==> src/rtl/mult_wb_pkg.sv <==
// mult_wb_pkg
// Definitions shared by the multiplier Wishbone initiator and the multiplier
// register slave: register offsets, operand/product widths and the
// initiator's FSM state encoding.
package mult_wb_pkg;

  localparam int OP_W   = 16;
  localparam int PROD_W = 32;

  localparam logic [7:0] A_OFF = 8'h00;
  localparam logic [7:0] B_OFF = 8'h04;
  localparam logic [7:0] P_OFF = 8'h08;

  typedef enum logic [2:0] {
    IDLE = 3'd0,
    WR_A = 3'd1,
    WR_B = 3'd2,
    RD_P = 3'd3,
    RESP = 3'd4
  } state_t;

  // True for the states that drive a Wishbone cycle.
  function automatic logic is_wb_state(state_t s);
    return (s == WR_A) || (s == WR_B) || (s == RD_P);
  endfunction

endpackage

==> src/rtl/wb_ack_timer.sv <==
// wb_ack_timer
// Per-transfer acknowledge wait timer. 8-bit down-counter: 'clear' loads
// LOAD, 'enable' counts down and the count holds at zero. 'expired' is
// the terminal-count compare, so with LOAD = N-1 it is high on the N-th
// cycle of a transfer.
// Ports:
//   wb_clk_i  clock
//   wb_rst_i  asynchronous active-high reset
//   clear     reload the counter (start of a transfer)
//   enable    count this cycle
//   expired   counter has reached terminal count
module wb_ack_timer #(
  parameter logic [7:0] LOAD = 8'd254
) (
  input  logic wb_clk_i,
  input  logic wb_rst_i,
  input  logic clear,
  input  logic enable,
  output logic expired
);

  logic [7:0] cnt;

  always_ff @(posedge wb_clk_i or posedge wb_rst_i) begin
    if (wb_rst_i) begin
      cnt <= LOAD;
    end else if (clear) begin
      cnt <= LOAD;
    end else if (enable && (cnt != 8'd0)) begin
      cnt <= cnt - 8'd1;
    end
  end

  assign expired = (cnt == 8'd0);

endmodule

==> src/rtl/mult_wb_initiator.sv <==
// mult_wb_initiator
// Accepts an operand pair, writes A and B to the multiplier register block
// over Wishbone, reads the product back and presents it as a response.
// A transfer that is not acknowledged within TIMEOUT cycles aborts the
// command and returns an error response with a zero product.
// Ports:
//   wb_clk_i, wb_rst_i            clock, asynchronous active-high reset
//   cmd_valid_i/cmd_ready_o       command handshake, operands cmd_a_i/cmd_b_i
//   rsp_valid_o/rsp_ready_i       response handshake, rsp_p_o product, rsp_err_o timeout
//   wbm_*                         Wishbone master port
//   busy_o                        high whenever the FSM is not in IDLE
//
// state | meaning
// IDLE  | waiting for a command, cmd_ready_o high
// WR_A  | writing operand A to BASE_ADDR + A_OFF
// WR_B  | writing operand B to BASE_ADDR + B_OFF
// RD_P  | reading the product from BASE_ADDR + P_OFF
// RESP  | holding the response until rsp_ready_i
module mult_wb_initiator
  import mult_wb_pkg::*;
#(
  parameter logic [31:0] BASE_ADDR = 32'h3000_0000,
  parameter int          TIMEOUT   = 255
) (
  input  logic              wb_clk_i,
  input  logic              wb_rst_i,
  input  logic              cmd_valid_i,
  output logic              cmd_ready_o,
  input  logic [OP_W-1:0]   cmd_a_i,
  input  logic [OP_W-1:0]   cmd_b_i,
  output logic              rsp_valid_o,
  input  logic              rsp_ready_i,
  output logic [PROD_W-1:0] rsp_p_o,
  output logic              rsp_err_o,
  output logic              wbm_cyc_o,
  output logic              wbm_stb_o,
  output logic              wbm_we_o,
  output logic [3:0]        wbm_sel_o,
  output logic [31:0]       wbm_adr_o,
  output logic [31:0]       wbm_dat_o,
  input  logic              wbm_ack_i,
  input  logic [31:0]       wbm_dat_i,
  output logic              busy_o
);

  localparam logic [7:0] TMR_LOAD = 8'(TIMEOUT - 1);

  state_t state, state_nxt;

  logic [OP_W-1:0]   a_q, b_q, a_nxt, b_nxt;
  logic [PROD_W-1:0] rsp_p_nxt;
  logic              rsp_err_nxt, rsp_valid_nxt, busy_nxt, cmd_ready_nxt;
  logic              cyc_nxt, stb_nxt, we_nxt;
  logic [3:0]        sel_nxt;
  logic [31:0]       adr_nxt, dat_nxt;
  logic              timed_out;
  logic              tmr_clear, tmr_en, tmr_expired;

  wb_ack_timer #(
    .LOAD (TMR_LOAD)
  ) u_ack_timer (
    .wb_clk_i (wb_clk_i),
    .wb_rst_i (wb_rst_i),
    .clear    (tmr_clear),
    .enable   (tmr_en),
    .expired  (tmr_expired)
  );

  always_comb begin
    state_nxt   = state;
    a_nxt       = a_q;
    b_nxt       = b_q;
    rsp_p_nxt   = rsp_p_o;
    rsp_err_nxt = rsp_err_o;
    timed_out   = 1'b0;

    case (state)
      IDLE: begin
        if (cmd_valid_i && cmd_ready_o) begin
          a_nxt       = cmd_a_i;
          b_nxt       = cmd_b_i;
          rsp_err_nxt = 1'b0;
          state_nxt   = WR_A;
        end
      end
      // An ack in the expiry cycle still completes the transfer.
      WR_A: begin
        if (wbm_ack_i)        state_nxt = WR_B;
        else if (tmr_expired) timed_out = 1'b1;
      end
      WR_B: begin
        if (wbm_ack_i)        state_nxt = RD_P;
        else if (tmr_expired) timed_out = 1'b1;
      end
      RD_P: begin
        if (wbm_ack_i) begin
          rsp_p_nxt = wbm_dat_i;
          state_nxt = RESP;
        end else if (tmr_expired) begin
          timed_out = 1'b1;
        end
      end
      RESP: begin
        if (rsp_ready_i) state_nxt = IDLE;
      end
      default: state_nxt = IDLE;
    endcase

    if (timed_out) begin
      state_nxt   = RESP;
      rsp_err_nxt = 1'b1;
      rsp_p_nxt   = '0;
    end

    // Outputs are registered, so they are decoded from the next state.
    cyc_nxt = 1'b0;
    stb_nxt = 1'b0;
    we_nxt  = 1'b0;
    sel_nxt = 4'h0;
    adr_nxt = 32'h0;
    dat_nxt = 32'h0;
    case (state_nxt)
      WR_A: begin
        cyc_nxt = 1'b1;
        stb_nxt = 1'b1;
        we_nxt  = 1'b1;
        sel_nxt = 4'hF;
        adr_nxt = BASE_ADDR + {24'h0, A_OFF};
        dat_nxt = {{(32-OP_W){1'b0}}, a_nxt};
      end
      WR_B: begin
        cyc_nxt = 1'b1;
        stb_nxt = 1'b1;
        we_nxt  = 1'b1;
        sel_nxt = 4'hF;
        adr_nxt = BASE_ADDR + {24'h0, B_OFF};
        dat_nxt = {{(32-OP_W){1'b0}}, b_nxt};
      end
      RD_P: begin
        cyc_nxt = 1'b1;
        stb_nxt = 1'b1;
        sel_nxt = 4'hF;
        adr_nxt = BASE_ADDR + {24'h0, P_OFF};
      end
      default: ;
    endcase

    rsp_valid_nxt = (state_nxt == RESP);
    busy_nxt      = (state_nxt != IDLE);
    cmd_ready_nxt = (state_nxt == IDLE);

    tmr_clear = (state_nxt != state);
    tmr_en    = is_wb_state(state);
  end

  always_ff @(posedge wb_clk_i or posedge wb_rst_i) begin
    if (wb_rst_i) begin
      state       <= IDLE;
      a_q         <= '0;
      b_q         <= '0;
      cmd_ready_o <= 1'b0;
      rsp_valid_o <= 1'b0;
      rsp_p_o     <= '0;
      rsp_err_o   <= 1'b0;
      busy_o      <= 1'b0;
      wbm_cyc_o   <= 1'b0;
      wbm_stb_o   <= 1'b0;
      wbm_we_o    <= 1'b0;
      wbm_sel_o   <= 4'h0;
      wbm_adr_o   <= 32'h0;
      wbm_dat_o   <= 32'h0;
    end else begin
      state       <= state_nxt;
      a_q         <= a_nxt;
      b_q         <= b_nxt;
      cmd_ready_o <= cmd_ready_nxt;
      rsp_valid_o <= rsp_valid_nxt;
      rsp_p_o     <= rsp_p_nxt;
      rsp_err_o   <= rsp_err_nxt;
      busy_o      <= busy_nxt;
      wbm_cyc_o   <= cyc_nxt;
      wbm_stb_o   <= stb_nxt;
      wbm_we_o    <= we_nxt;
      wbm_sel_o   <= sel_nxt;
      wbm_adr_o   <= adr_nxt;
      wbm_dat_o   <= dat_nxt;
    end
  end

endmodule

==> config.mk <==
export PLATFORM = sky130hd
export DESIGN_NAME = mult_wb_initiator
export DESIGN_NICKNAME = d
export VERILOG_FILES = /design/src/rtl/mult_wb_pkg.sv /design/src/rtl/wb_ack_timer.sv /design/src/rtl/mult_wb_initiator.sv
export SDC_FILE = /design/constraint.sdc
export NUM_CORES = 1
export LEC_CHECK = 0
export BUFFER_PORTS_ARGS = -buffer_cell sky130_fd_sc_hd__buf_2
export CAP_MARGIN = 5
export CORE_MARGIN = 1
export CORE_UTILIZATION = 35
export CTS_CLUSTER_DIAMETER = 200
export DETAILED_ROUTE_END_ITERATION = 6
export PLACE_DENSITY = 0.61
export SLEW_MARGIN = 10
export SYNTH_ARGS = -nofsm -noshare
export SYNTH_HDL_FRONTEND = slang
export SYNTH_SLANG_ARGS = --single-unit
==> constraint.sdc <==
create_clock -name wb_clk_i -period 3.55 [get_ports wb_clk_i]
set_input_delay 0.1775 -clock wb_clk_i [delete_from_list [all_inputs] [get_ports wb_clk_i]]
set_output_delay 0.1775 -clock wb_clk_i [all_outputs]
set_load 0.05 [all_outputs]
==> parameters.txt <==
Parameter                              Value

Run status
  Result of the run ... complete, no violations

Worst setup path
  End of the worst register-to-register path ... u_ack_timer.cnt[0]
  Data arrival at the endpoint of the critical path ... 2.77 ns
  Data required time of the critical path ... between 3 and 4 ns
  Setup slack of the worst register-to-register path ... around 1.1 ns
  Type of destination of the critical path ... flop
  Critical path, cell by cell ... inv_1 -> ha_1 -> or3b_2 -> nor4_2 -> buf_4 -> o31ai_1 -> and4_1
  Longest individual stage delay on the worst path ... 0.73 ns
  Worst flop-to-flop path startpoint ... u_ack_timer.cnt[1]
  Crit path max-delay cell type ... sky130_fd_sc_hd__o31ai_1
  Number of cells traversed by the worst register-to-register path ... 7
  Startpoint Class ... flop
  Crit Path Max Fanout ... 24
  Critical path class ... reg -> reg

STA
  Unrepaired setup endpoints after global routing ... false
  Number of failing setup endpoints in the final timing report ... 0
  Worst setup slack after layout ... around 1.1 ns
  Highest Clock Rate ... between 400 and 500 MHz
  Least-Margin Pin Slew ... 0.922 ns
  Final-report hold violation count ... 0
  Worst hold slack ... between 0.04 and 0.05 ns
  Final max-slew violation count ... 0
  Post-route clock skew ... 0.00923 ns
  Worst-case headroom to the max-slew limit ... roughly 39%
  Total negative slack for setup checks ... 0 ns
  Final period util ... a little over two thirds
  Final period demand of the worst path ... 2.50 ns

Global route
  Wire length of the first global-routing pass ... around 15000 um
  Antenna violations before repair ... 0
  Vias in the first global route ... 3019
  Total Routing Usage GR ... approximately 14%
  Pin count of the biggest net entering global routing ... 79
  Gr ovfl total ... 0

Detailed routing
  Overall via count from detail_route ... 3228
  Detailed-routed wire length on met2 ... 4450 um
  Final routed wirelength across all metal layers ... 9240 um
  Via density per instance ... 4.48
  Wire length per cell after detailed routing ... around 13 um
  1st-iter DRT viols ... between 90 and 100
  Top routing layer used ... met4
  M1 wire length ... 4040 um
  Met3 Routed Length ... 629 um
  ANT nets after route ... 0
  Count of unresolved DRC violations after routing ... 0
  Total iterations of the first detailed-routing run ... 5

Finish
  Highest-count cells in the layout ignoring fill and taps ... sky130_fd_sc_hd__buf_2 (131), sky130_fd_sc_hd__dfrtp_1 (93), sky130_fd_sc_hd__nand2_1 (66)
  Most common cell after layout, fill and taps aside ... sky130_fd_sc_hd__buf_2
  Share of final-layout standard cells stronger than drive strength 1 ... around a third
  N_diodes ... 0
  Final net count ... 615
  Growth of design area from synthesis to finish ... 19.6%
  Number of filler instances in the final layout ... between 1000 and 1500
  Non-filler cells, final ... about 720

Clock network
  Number of buffers created by CTS ... 9
  Number of resized instances in the post-cts repair step ... 0
  Clock Root Buffer ... sky130_fd_sc_hd__clkbuf_16
  Count of hold-fix buffers inserted at cts ... 0
  Total setup buffers inserted after CTS ... 0
  Clock latency reported for the late side of the worst-skew pair ... 0.35 ns
  Max clock buf depth ... 2
  H-tree levels ... 3
  Num Clock Sinks ... 100
  Clk pin slew, worst setup/hold paths ... 0.08 ns
  Clock tree from TritonCTS ... yes

Yosys
  Area share of and/or/nand/nor cells after synthesis ... roughly 12%
  Adder-cell share of the synthesized area ... 0.554%
  Proportion of register bits with asynchronous set or reset after synthesis ... 100%
  Synthesized-area fraction occupied by ao, oa, aoi and oai cells ... 8.65%
  Largest family of logic cells by synthesized area ... buffers and inverters
  Most used flip-flop cell after synthesis ... sky130_fd_sc_hd__dfrtp_1
  XOR/XNOR share of the synthesized area ... 1.16%
  Number of instances in the synthesized netlist ... 428
  Post-Syn Area per Cell ... roughly 11 um^2
  Synthesized area ... about 4500 um^2
  Count of synthesis-stage warnings from yosys ... 0
  Number of flops mapped to enable cells by yosys ... 0
  Multiplexer share of the synthesized area ... 7.35%
  Seq/Total Area, Yosys ... a little under three fifths
  Number of distinct standard cells referenced by the synthesized netlist ... 50
  Total of flip-flops plus latches after synthesis ... 100

Placement
  Weighted congestion reported at the end of routability-driven placement ... 0.754
  Placement-stage worst setup slack ... around 1.1 ns
  Detailed placement HPWL ... ~6500 um
  Total of buffers placed on input and output ports ... 131
  Post-placement cell count ... 705

Die
  Die span in y ... 116 um
  Area inside the core boundary ... 12600 um^2
  Count of standard-cell rows ... a little over 40
  Die area ... 13400 um^2
  Die extent in x ... 116 um
  IO Count ... 176
  Starting density of the core ... 35.8%

Power
  Leak Pwr ... 0.00275 uW
  Power density over cell area ... 988 nW/um^2
  Max rail drop VDD ... 0.554 mV
  Total power ... 5330 uW

Run
  Max-cap violations ... 0

Hold path
  Min-Delay Path Class ... in -> async
-- layout make-up --
cell class                      instances  area (um^2)  area share (%)
Tap cell                              172          215            3.99
Inverter                               37          141            2.62
Clock inverter                          7         67.6            1.25
Timing Repair Buffer                  138          708            13.1
Sequential cell                       100         2510            46.5
Clock buffer                            9          225            4.17
Multi-Input combinational cell        258         1530            28.3
-- worst max path at each step --
stage	start	endpoint	slack [ns]	cells past startpoint
2_1_floorplan	wb_rst_i	a_q[0]	0.77	1
3_3_place_gp	u_ack_timer.cnt[0]	u_ack_timer.cnt[0]	1.17	7
3_5_place_dp	u_ack_timer.cnt[1]	u_ack_timer.cnt[0]	1.11	7
4_1_cts	u_ack_timer.cnt[1]	u_ack_timer.cnt[0]	1.07	7
5_1_grt	u_ack_timer.cnt[0]	u_ack_timer.cnt[0]	0.87	7
6_report	u_ack_timer.cnt[1]	u_ack_timer.cnt[0]	1.05	7
-- cell usage after synthesis, types with 2 or more instances --
cell type	instances	area (um^2)
sky130_fd_sc_hd__a21oi_1	34	170
sky130_fd_sc_hd__and3_1	2	12.5
sky130_fd_sc_hd__and4_1	2	17.5
sky130_fd_sc_hd__buf_2	8	40.0
sky130_fd_sc_hd__buf_4	50	375
sky130_fd_sc_hd__buf_8	2	30.0
sky130_fd_sc_hd__clkbuf_1	15	56.3
sky130_fd_sc_hd__dfrtp_1	93	2330
sky130_fd_sc_hd__dfstp_2	7	184
sky130_fd_sc_hd__ha_1	2	25.0
sky130_fd_sc_hd__inv_1	37	139
sky130_fd_sc_hd__mux2i_1	32	320
sky130_fd_sc_hd__nand2_1	66	248
sky130_fd_sc_hd__nand2b_1	3	18.8
sky130_fd_sc_hd__nand3_1	2	10.0
sky130_fd_sc_hd__nand3b_1	3	22.5
sky130_fd_sc_hd__nand4_1	8	50.1
sky130_fd_sc_hd__nor2_1	5	18.8
sky130_fd_sc_hd__nor3_1	3	15.0
sky130_fd_sc_hd__nor4_1	3	18.8
sky130_fd_sc_hd__o211ai_1	3	22.5
sky130_fd_sc_hd__o22ai_1	16	100
sky130_fd_sc_hd__xnor2_1	2	17.5
sky130_fd_sc_hd__xor2_1	4	35.0
-- routing by layer --
metal / track usage, % / vias up
met1: 18.7 / 1538
met3: 4.24 / 7
met2: 22.4 / 129
met5: 0 / -
met4: 5.71 / 0
li1: - / 1554
-- power breakdown --
part	leakage, uW	total, uW	switching (uW)	internal [uW]
clock	0.000145	949	457	493
sequential	0.00124	1850	232	1620
combinational	0.00136	2530	1880	654
total	0.00275	5330	2570	2760
-- registers in the layout, summed over array words and instances (netlist names), 3 cells and up --
name and cells:
u_ack_timer.cnt 8, wbm_adr_o 3, state 3, a_q 16, rsp_p_o 32, wbm_dat_o 16, b_q 16
-- cell families (layout without fill, tap and decap cells) --
family	Yosys count	count (layout)
buffers and inverters	113	191
flip-flops	100	100
AO/OA/AOI/OAI	65	65
XOR/XNOR	6	6
adder cells (fa/ha/maj)	2	2
AND/OR/NAND/NOR	108	108
multiplexers	33	33
other	1	44
-- worst max-delay path: cells and delay by family (launching register included) --
kind                     cells  cell delay (ns)
adder cells (fa/ha/maj)      1             0.18
AND/OR/NAND/NOR              3             0.67
AO/OA/AOI/OAI                1             0.73
buffers and inverters        2             0.29
flip-flops                   1             0.56
-- per-stage QoR --
stage          util [%]  cell area [um^2]
6_report           42.8              5400
5_1_grt            42.8              5400
4_1_cts            42.8              5400
3_5_place_dp       40.5              5100
3_3_place_gp       40.5              5100
2_1_floorplan         -              4670
No activity file was read; power rests on OpenSTA's default activity.
